===== config.mk =====
export PLATFORM = sky130hd
export DESIGN_NAME = encoders_event_queue
export DESIGN_NICKNAME = d
export VERILOG_FILES = /design/src/rtl/encoders_events_pkg.sv /design/src/rtl/encoder_event_fifo.sv /design/src/rtl/encoders_event_queue.sv
export SDC_FILE = /design/constraint.sdc
export NUM_CORES = 1
export LEC_CHECK = 0
export CAP_MARGIN = 15
export CORE_MARGIN = 4
export CORE_UTILIZATION = 58
export DETAILED_ROUTE_END_ITERATION = 10
export DONT_BUFFER_PORTS = 1
export GPL_TIMING_DRIVEN = 0
export PLACE_DENSITY = 0.76
export SETUP_SLACK_MARGIN = 0.02
export SKIP_LAST_GASP = 1
export SLEW_MARGIN = 5
export SYNTH_ARGS = -nofsm -noshare
export SYNTH_HDL_FRONTEND = slang
export SYNTH_SLANG_ARGS = --single-unit

===== constraint.sdc =====
create_clock -name CLK -period 6.3 [get_ports CLK]
set_clock_uncertainty 0.15 [all_clocks]
set_input_delay 0.315 -clock CLK [delete_from_list [all_inputs] [get_ports CLK]]
set_output_delay 0.315 -clock CLK [all_outputs]
set_load 0.005 [all_outputs]

===== src/rtl/encoders_events_pkg.sv =====
// Shared types and field layout for the encoders event queue.
// Each encoder occupies one 16-bit half of R0/R1/R2:
//   [3:0] normal position, [7:4] pressed position, [14:8] duration (ignored),
//   [15] button. Encoder k lives in register k/2, half k%2; encoder 4 is R2[15:0].
// Control 5 is the standalone button on R2[31].
package encoders_events_pkg;

  localparam int N_CONTROLS   = 6;
  localparam int NPOS_LSB     = 0;
  localparam int PPOS_LSB     = 4;
  localparam int BTN_BIT      = 15;
  localparam int SOLO_BTN_BIT = 31;

  typedef enum logic [1:0] {
    ROT_N   = 2'd0,
    ROT_P   = 2'd1,
    PRESS   = 2'd2,
    RELEASE = 2'd3
  } evt_type_e;

  typedef struct packed {
    logic [2:0] idx;
    evt_type_e  etype;
    logic [2:0] rsvd;
    logic [3:0] pos;
    logic [3:0] delta;
  } evt_t;

  typedef struct packed {
    logic [3:0] npos;
    logic [3:0] ppos;
    logic       btn;
  } ctrl_state_t;

  // Pull the fields of control k out of the packed board registers.
  function automatic ctrl_state_t extract_ctrl(input logic [31:0] r0,
                                               input logic [31:0] r1,
                                               input logic [31:0] r2,
                                               input int          k);
    ctrl_state_t st;
    logic [15:0] half;
    half = 16'h0000;
    case (k)
      0:       half = r0[15:0];
      1:       half = r0[31:16];
      2:       half = r1[15:0];
      3:       half = r1[31:16];
      default: half = r2[15:0];
    endcase
    if (k == N_CONTROLS - 1) begin
      st.npos = 4'h0;
      st.ppos = 4'h0;
      st.btn  = r2[SOLO_BTN_BIT];
    end else begin
      st.npos = half[NPOS_LSB +: 4];
      st.ppos = half[PPOS_LSB +: 4];
      st.btn  = half[BTN_BIT];
    end
    return st;
  endfunction

endpackage


===== src/rtl/encoder_event_fifo.sv =====
// Generic show-ahead FIFO.
// Ports:
//   i_clk, i_srst            clock, synchronous active-high reset
//   i_push, i_push_data      write request (dropped when full)
//   i_pop                    read request (ignored when empty)
//   o_rd_data                head entry, 0 while empty
//   o_empty, o_full, o_count occupancy status
//   o_empty_next             empty flag as it will be after this edge
module encoder_event_fifo #(
  parameter  int WIDTH = 16,
  parameter  int DEPTH = 16,
  localparam int AW    = $clog2(DEPTH)
) (
  input  logic             i_clk,
  input  logic             i_srst,
  input  logic             i_push,
  input  logic [WIDTH-1:0] i_push_data,
  input  logic             i_pop,
  output logic [WIDTH-1:0] o_rd_data,
  output logic             o_empty,
  output logic             o_full,
  output logic [AW:0]      o_count,
  output logic             o_empty_next
);

  logic [WIDTH-1:0] r_mem [DEPTH];
  logic [AW-1:0]    r_wr_ptr;
  logic [AW-1:0]    r_rd_ptr;
  logic [AW:0]      r_count;
  logic [AW:0]      w_count_next;
  logic             w_do_push;
  logic             w_do_pop;

  assign o_empty   = (r_count == '0);
  assign o_full    = (r_count == (AW+1)'(DEPTH));
  assign w_do_push = i_push & ~o_full;
  assign w_do_pop  = i_pop & ~o_empty;

  always_comb begin
    w_count_next = r_count;
    case ({w_do_push, w_do_pop})
      2'b10:   w_count_next = r_count + (AW+1)'(1);
      2'b01:   w_count_next = r_count - (AW+1)'(1);
      default: w_count_next = r_count;
    endcase
  end

  assign o_empty_next = (w_count_next == '0);
  assign o_count      = r_count;
  assign o_rd_data    = o_empty ? '0 : r_mem[r_rd_ptr];

  // Storage is not reset; the count guards every read.
  always_ff @(posedge i_clk) begin
    if (w_do_push) begin
      r_mem[r_wr_ptr] <= i_push_data;
    end
  end

  // Pointers are AW bits wide so they wrap mod DEPTH on their own.
  always_ff @(posedge i_clk) begin
    if (i_srst) begin
      r_wr_ptr <= '0;
      r_rd_ptr <= '0;
      r_count  <= '0;
    end else begin
      if (w_do_push) r_wr_ptr <= r_wr_ptr + AW'(1);
      if (w_do_pop)  r_rd_ptr <= r_rd_ptr + AW'(1);
      r_count <= w_count_next;
    end
  end

endmodule


===== src/rtl/encoders_event_queue.sv =====
// Turns changes in the encoders board state registers into 16-bit event
// records queued for the CPU, with an interrupt while events are pending.
// Ports:
//   CLK, RESET   clock, synchronous active-high reset
//   R0, R1, R2   packed board state (encoders 0..4, standalone button R2[31])
//   IRQ_EN       interrupt enable
//   EVT_RD       pop strobe, one event per asserted cycle
//   EVT_DATA     head event (show-ahead), 0 when empty
//   EVT_EMPTY    queue empty
//   EVT_COUNT    number of queued events
//   IRQ          registered IRQ_EN & ~empty
module encoders_event_queue
  import encoders_events_pkg::*;
#(
  parameter  int FIFO_DEPTH = 16,
  localparam int ADDR_W     = $clog2(FIFO_DEPTH)
) (
  input  logic              CLK,
  input  logic              RESET,
  input  logic [31:0]       R0,
  input  logic [31:0]       R1,
  input  logic [31:0]       R2,
  input  logic              IRQ_EN,
  input  logic              EVT_RD,
  output logic [15:0]       EVT_DATA,
  output logic              EVT_EMPTY,
  output logic [ADDR_W:0]   EVT_COUNT,
  output logic              IRQ
);

  ctrl_state_t [N_CONTROLS-1:0] w_live;
  ctrl_state_t [N_CONTROLS-1:0] r_last;
  logic [2:0]                   r_scan_idx;
  logic                         r_primed;
  logic                         r_irq;

  ctrl_state_t w_cur;
  ctrl_state_t w_ref;
  evt_t        w_evt;
  logic        w_emit;
  logic        w_upd_btn;
  logic        w_upd_npos;
  logic        w_upd_ppos;
  logic        w_push;
  logic        w_full;
  logic        w_empty_next;

  // Duration fields and R2[30:16] carry no event information.
  logic w_unused_bits;
  assign w_unused_bits = ^{R0[30:24], R0[14:8], R1[30:24], R1[14:8],
                           R2[30:16], R2[14:8]};

  for (genvar gi = 0; gi < N_CONTROLS; gi++) begin : g_live
    assign w_live[gi] = extract_ctrl(R0, R1, R2, gi);
  end

  // Select the live and last-reported state of the control being visited.
  always_comb begin
    w_cur = '0;
    w_ref = '0;
    for (int i = 0; i < N_CONTROLS; i++) begin
      if (r_scan_idx == 3'(i)) begin
        w_cur = w_live[i];
        w_ref = r_last[i];
      end
    end
  end

  // At most one event per visit: button, then normal pos, then pressed pos.
  always_comb begin
    w_emit     = 1'b0;
    w_upd_btn  = 1'b0;
    w_upd_npos = 1'b0;
    w_upd_ppos = 1'b0;
    w_evt      = '0;
    w_evt.idx  = r_scan_idx;
    if (w_cur.btn != w_ref.btn) begin
      w_emit      = 1'b1;
      w_upd_btn   = 1'b1;
      w_evt.etype = w_cur.btn ? PRESS : RELEASE;
    end else if (w_cur.npos != w_ref.npos) begin
      w_emit      = 1'b1;
      w_upd_npos  = 1'b1;
      w_evt.etype = ROT_N;
      w_evt.pos   = w_cur.npos;
      w_evt.delta = w_cur.npos - w_ref.npos;
    end else if (w_cur.ppos != w_ref.ppos) begin
      w_emit      = 1'b1;
      w_upd_ppos  = 1'b1;
      w_evt.etype = ROT_P;
      w_evt.pos   = w_cur.ppos;
      w_evt.delta = w_cur.ppos - w_ref.ppos;
    end
  end

  // A blocked push leaves last-reported untouched, so the change stays pending.
  assign w_push = r_primed & w_emit & ~w_full;

  always_ff @(posedge CLK) begin
    if (RESET) begin
      r_primed   <= 1'b0;
      r_scan_idx <= 3'd0;
      r_last     <= '0;
    end else if (!r_primed) begin
      r_primed <= 1'b1;
      r_last   <= w_live;
    end else begin
      r_scan_idx <= (r_scan_idx == 3'(N_CONTROLS - 1)) ? 3'd0 : r_scan_idx + 3'd1;
      for (int i = 0; i < N_CONTROLS; i++) begin
        if (w_push && (r_scan_idx == 3'(i))) begin
          if (w_upd_btn)  r_last[i].btn  <= w_cur.btn;
          if (w_upd_npos) r_last[i].npos <= w_cur.npos;
          if (w_upd_ppos) r_last[i].ppos <= w_cur.ppos;
        end
      end
    end
  end

  encoder_event_fifo #(
    .WIDTH ($bits(evt_t)),
    .DEPTH (FIFO_DEPTH)
  ) u_fifo (
    .i_clk        (CLK),
    .i_srst       (RESET),
    .i_push       (w_push),
    .i_push_data  (w_evt),
    .i_pop        (EVT_RD),
    .o_rd_data    (EVT_DATA),
    .o_empty      (EVT_EMPTY),
    .o_full       (w_full),
    .o_count      (EVT_COUNT),
    .o_empty_next (w_empty_next)
  );

  // Registered from the next-state empty flag so IRQ tracks EVT_EMPTY exactly.
  always_ff @(posedge CLK) begin
    if (RESET) begin
      r_irq <= 1'b0;
    end else begin
      r_irq <= IRQ_EN & ~w_empty_next;
    end
  end

  assign IRQ = r_irq;

endmodule


==> results.toml <==
[yosys]
synth_cells = 962
synth_ff_type = "edfxtp_1"
synth_edf_count = 208
synth_top_area_cell = "edfxtp_1"
ys_async_sr_fraction = 0
ys_ff_latch = 284
synth.most_common_cell = "edfxtp_1"
yosys-top-cells-count = "edfxtp_1, dfxtp_1, nor2_1"
synth_cell_type_count = 75
synth-seq-area-share = 0.595
synth_area_sq_um = 13000
synth_top_area_frac = 0.479
yosys_warnings = 0
ys_top_cells_by_area = "edfxtp_1, dfxtp_1, mux4_2"
avgSynthCellArea_sq_um = 13.6

[place]
dp_slack_ns = -1.96
dpl_cell_area_sq_um = 13500
numPlacedInstances = 1254
portBuffers = 0
dp_hpwl_um = 22600
place.gp.congestion = 0.980

[clock_network]
cts_tree = "yes"
clk_latency_ns = 0.55
numCtsBuffers = 28
cts.path.max_buffers = 3
cts.sinks = 284
clk_pin_slew_ns = 0.06
root_buffer = "clkbuf_16"
htreeDepth = 1

[layout]
drive_gt1_frac = 0.176
num_antenna_cells = 0
syn_to_final_growth_pct = 16.0
final_nets = 1175
fin_util = 0.689
final_cell_area_sq_um = 15100
instances_no_fill = 1359

[route]
ant_nets = 0
drc = 0
drt_wl_total_um = 33900
first_iter_violations = 833
drt_first_pass_iters = 5
vias_per_cell = 6.47
vias = 8788
avgRoutedWirePerCell_um = 24.9

[timing]
finalHoldViolations = 0
fin_ws_ns = 0.306
tightest_slew_ns = 1.15
slew_violations = 0
setup_viol = 0
slew_headroom = 0.230
fmax_mhz = 167
fin_setup_tns_ns = 0
period_needed_ns = 5.99
finalHoldWorstSlack_ns = 0.0261
fin_crit_sh = 0.951
rsz0062_at_grt = "false"

[global_route]
grt_usage = 0.275
antenna_found_initial = 0
grt_overflow = 0
first_global_vias = 8812
grt_pass1_wl_um = 52000
grt_max_degree = 26

[power]
leakagePower_nw = 5.11
ir_worst_vdd_mv = 0.237
p_per_area_nw_per_um2 = 358
power_mw = 5.42

[flow_run]
max-cap-violations = 0

[worst_setup_path]
crit_path_max_fanout = 10
cp.required_ns = 6.56
start_kind = "flop"
cp-end-kind = "flop"
cp_slowest_cell = "o41ai_4"
worstSetupPathType = "reg -> reg"
worst_path_largest_cell_delay_ns = 0.38
worstPathArrival_ns = 6.26

[floorplanning]
die_w_um = 158
core_region_area_sq_um = 22000
rows = 54
die_h_um = 158
die_area_sq_um = 25000
start_util = 0.594
num_io_pins = 123

[status]
outcome = "finished, final reports clean"

[min_path]
min-delay-path-class = "in -> reg"
what timing repair did:
| action | 4_1_cts | 5_1_grt |
|---|---|---|
| buffers inserted | 5 | 1 |
| pin swaps | 2 | 2 |
| setup endpoints to repair | 376 | 2 |
| gates resized for setup | 25 | 11 |
| endpoints found under the hold margin | 45 | 0 |
| hold buffers | 45 | 0 |
routing by layer:
layer / vias to the layer above / share of wire / global-route usage
li1: 3907 / - / -
met1: 4331 / 0.39 / 0.365
met2: 459 / 0.50 / 0.471
met3: 91 / 0.083 / 0.0528
met4: 0 / 0.032 / 0.0735
met5: - / 0 / 0
cell families after synthesis:
family,after synthesis,share of synthesized area
flops,284,0.595
simple gates,241,0.0881
compound gates,215,0.119
mux,92,0.133
buf+inv,91,0.0302
fa+ha+maj,19,0.0192
xor+xnor,19,0.0139
other cells,1,0.000287
placed cells by master (no fill, tap or decap), drive strengths merged, types with 7 or more instances in the layout:
cell type      n
a211oi         9
a21boi         7
a21o           9
a21oi         51
a221oi        10
a311oi        14
and2          16
buf           46
clkbuf        84
dfxtp         76
dlygate4sd3   45
edfxtp       208
ha            16
inv           18
mux2i         25
mux4          65
nand2         71
nand3         12
nor2          75
nor2b         18
nor3          13
o2111ai        9
o211ai        12
o21ai         50
or3           10
xnor2          7
xor2          12
path summary, 6_finish.rpt:
| kind | start | to | slack, ns | cells past startpoint |
|---|---|---|---|---|
| max | r_scan_idx[1] | IRQ | 0.31 | 29 |
| min | R1[6] | r_last[21] | 0.03 | 4 |
| max reg2reg | r_scan_idx[1] | IRQ | 0.31 | 29 |
| min reg2reg | r_last[46] | r_last[46] | 0.31 | 1 |
flip-flops by register name, summed over array words and instances, names as in the netlist, named ones only:
signal	count
u_fifo.r_rd_ptr	4
u_fifo.o_count	5
r_last	54
r_primed	1
u_fifo.r_wr_ptr	4
IRQ	1
r_scan_idx	3
u_fifo.r_mem	208
critical path: cells and delay by family (launching register included):
| family | cells | cell delay [ns] |
|---|---|---|
| xor gates and xnor gates | 3 | 0.46 |
| and+or+nand+nor | 5 | 0.69 |
| buffers and inverters | 8 | 1.57 |
| adders and majority gates | 4 | 0.97 |
| DFF | 1 | 0.35 |
| AOI/OAI and AO/OA | 8 | 1.55 |
| muxes | 1 | 0.10 |
cell type report:
| class | count | area (sq um) |
|---|---|---|
| Buffer | 71 | 374 |
| Clock buffer | 40 | 827 |
| Clock inverter | 12 | 149 |
| Fill cell | 1481 | 6830 |
| Inverter | 19 | 71.3 |
| Multi-Input combinational cell | 589 | 4960 |
| Sequential cell | 284 | 7780 |
| Tap cell | 280 | 350 |
| Timing Repair Buffer | 64 | 616 |
power by group:
part	switching (mW)	total (mW)	internal, mW	leakage [nW]
registers	0.0554	2.30	2.25	2.54
clock network	0.704	1.74	1.04	0.470
logic	0.830	1.37	0.544	2.10
Power figures use the tool's default switching activity.
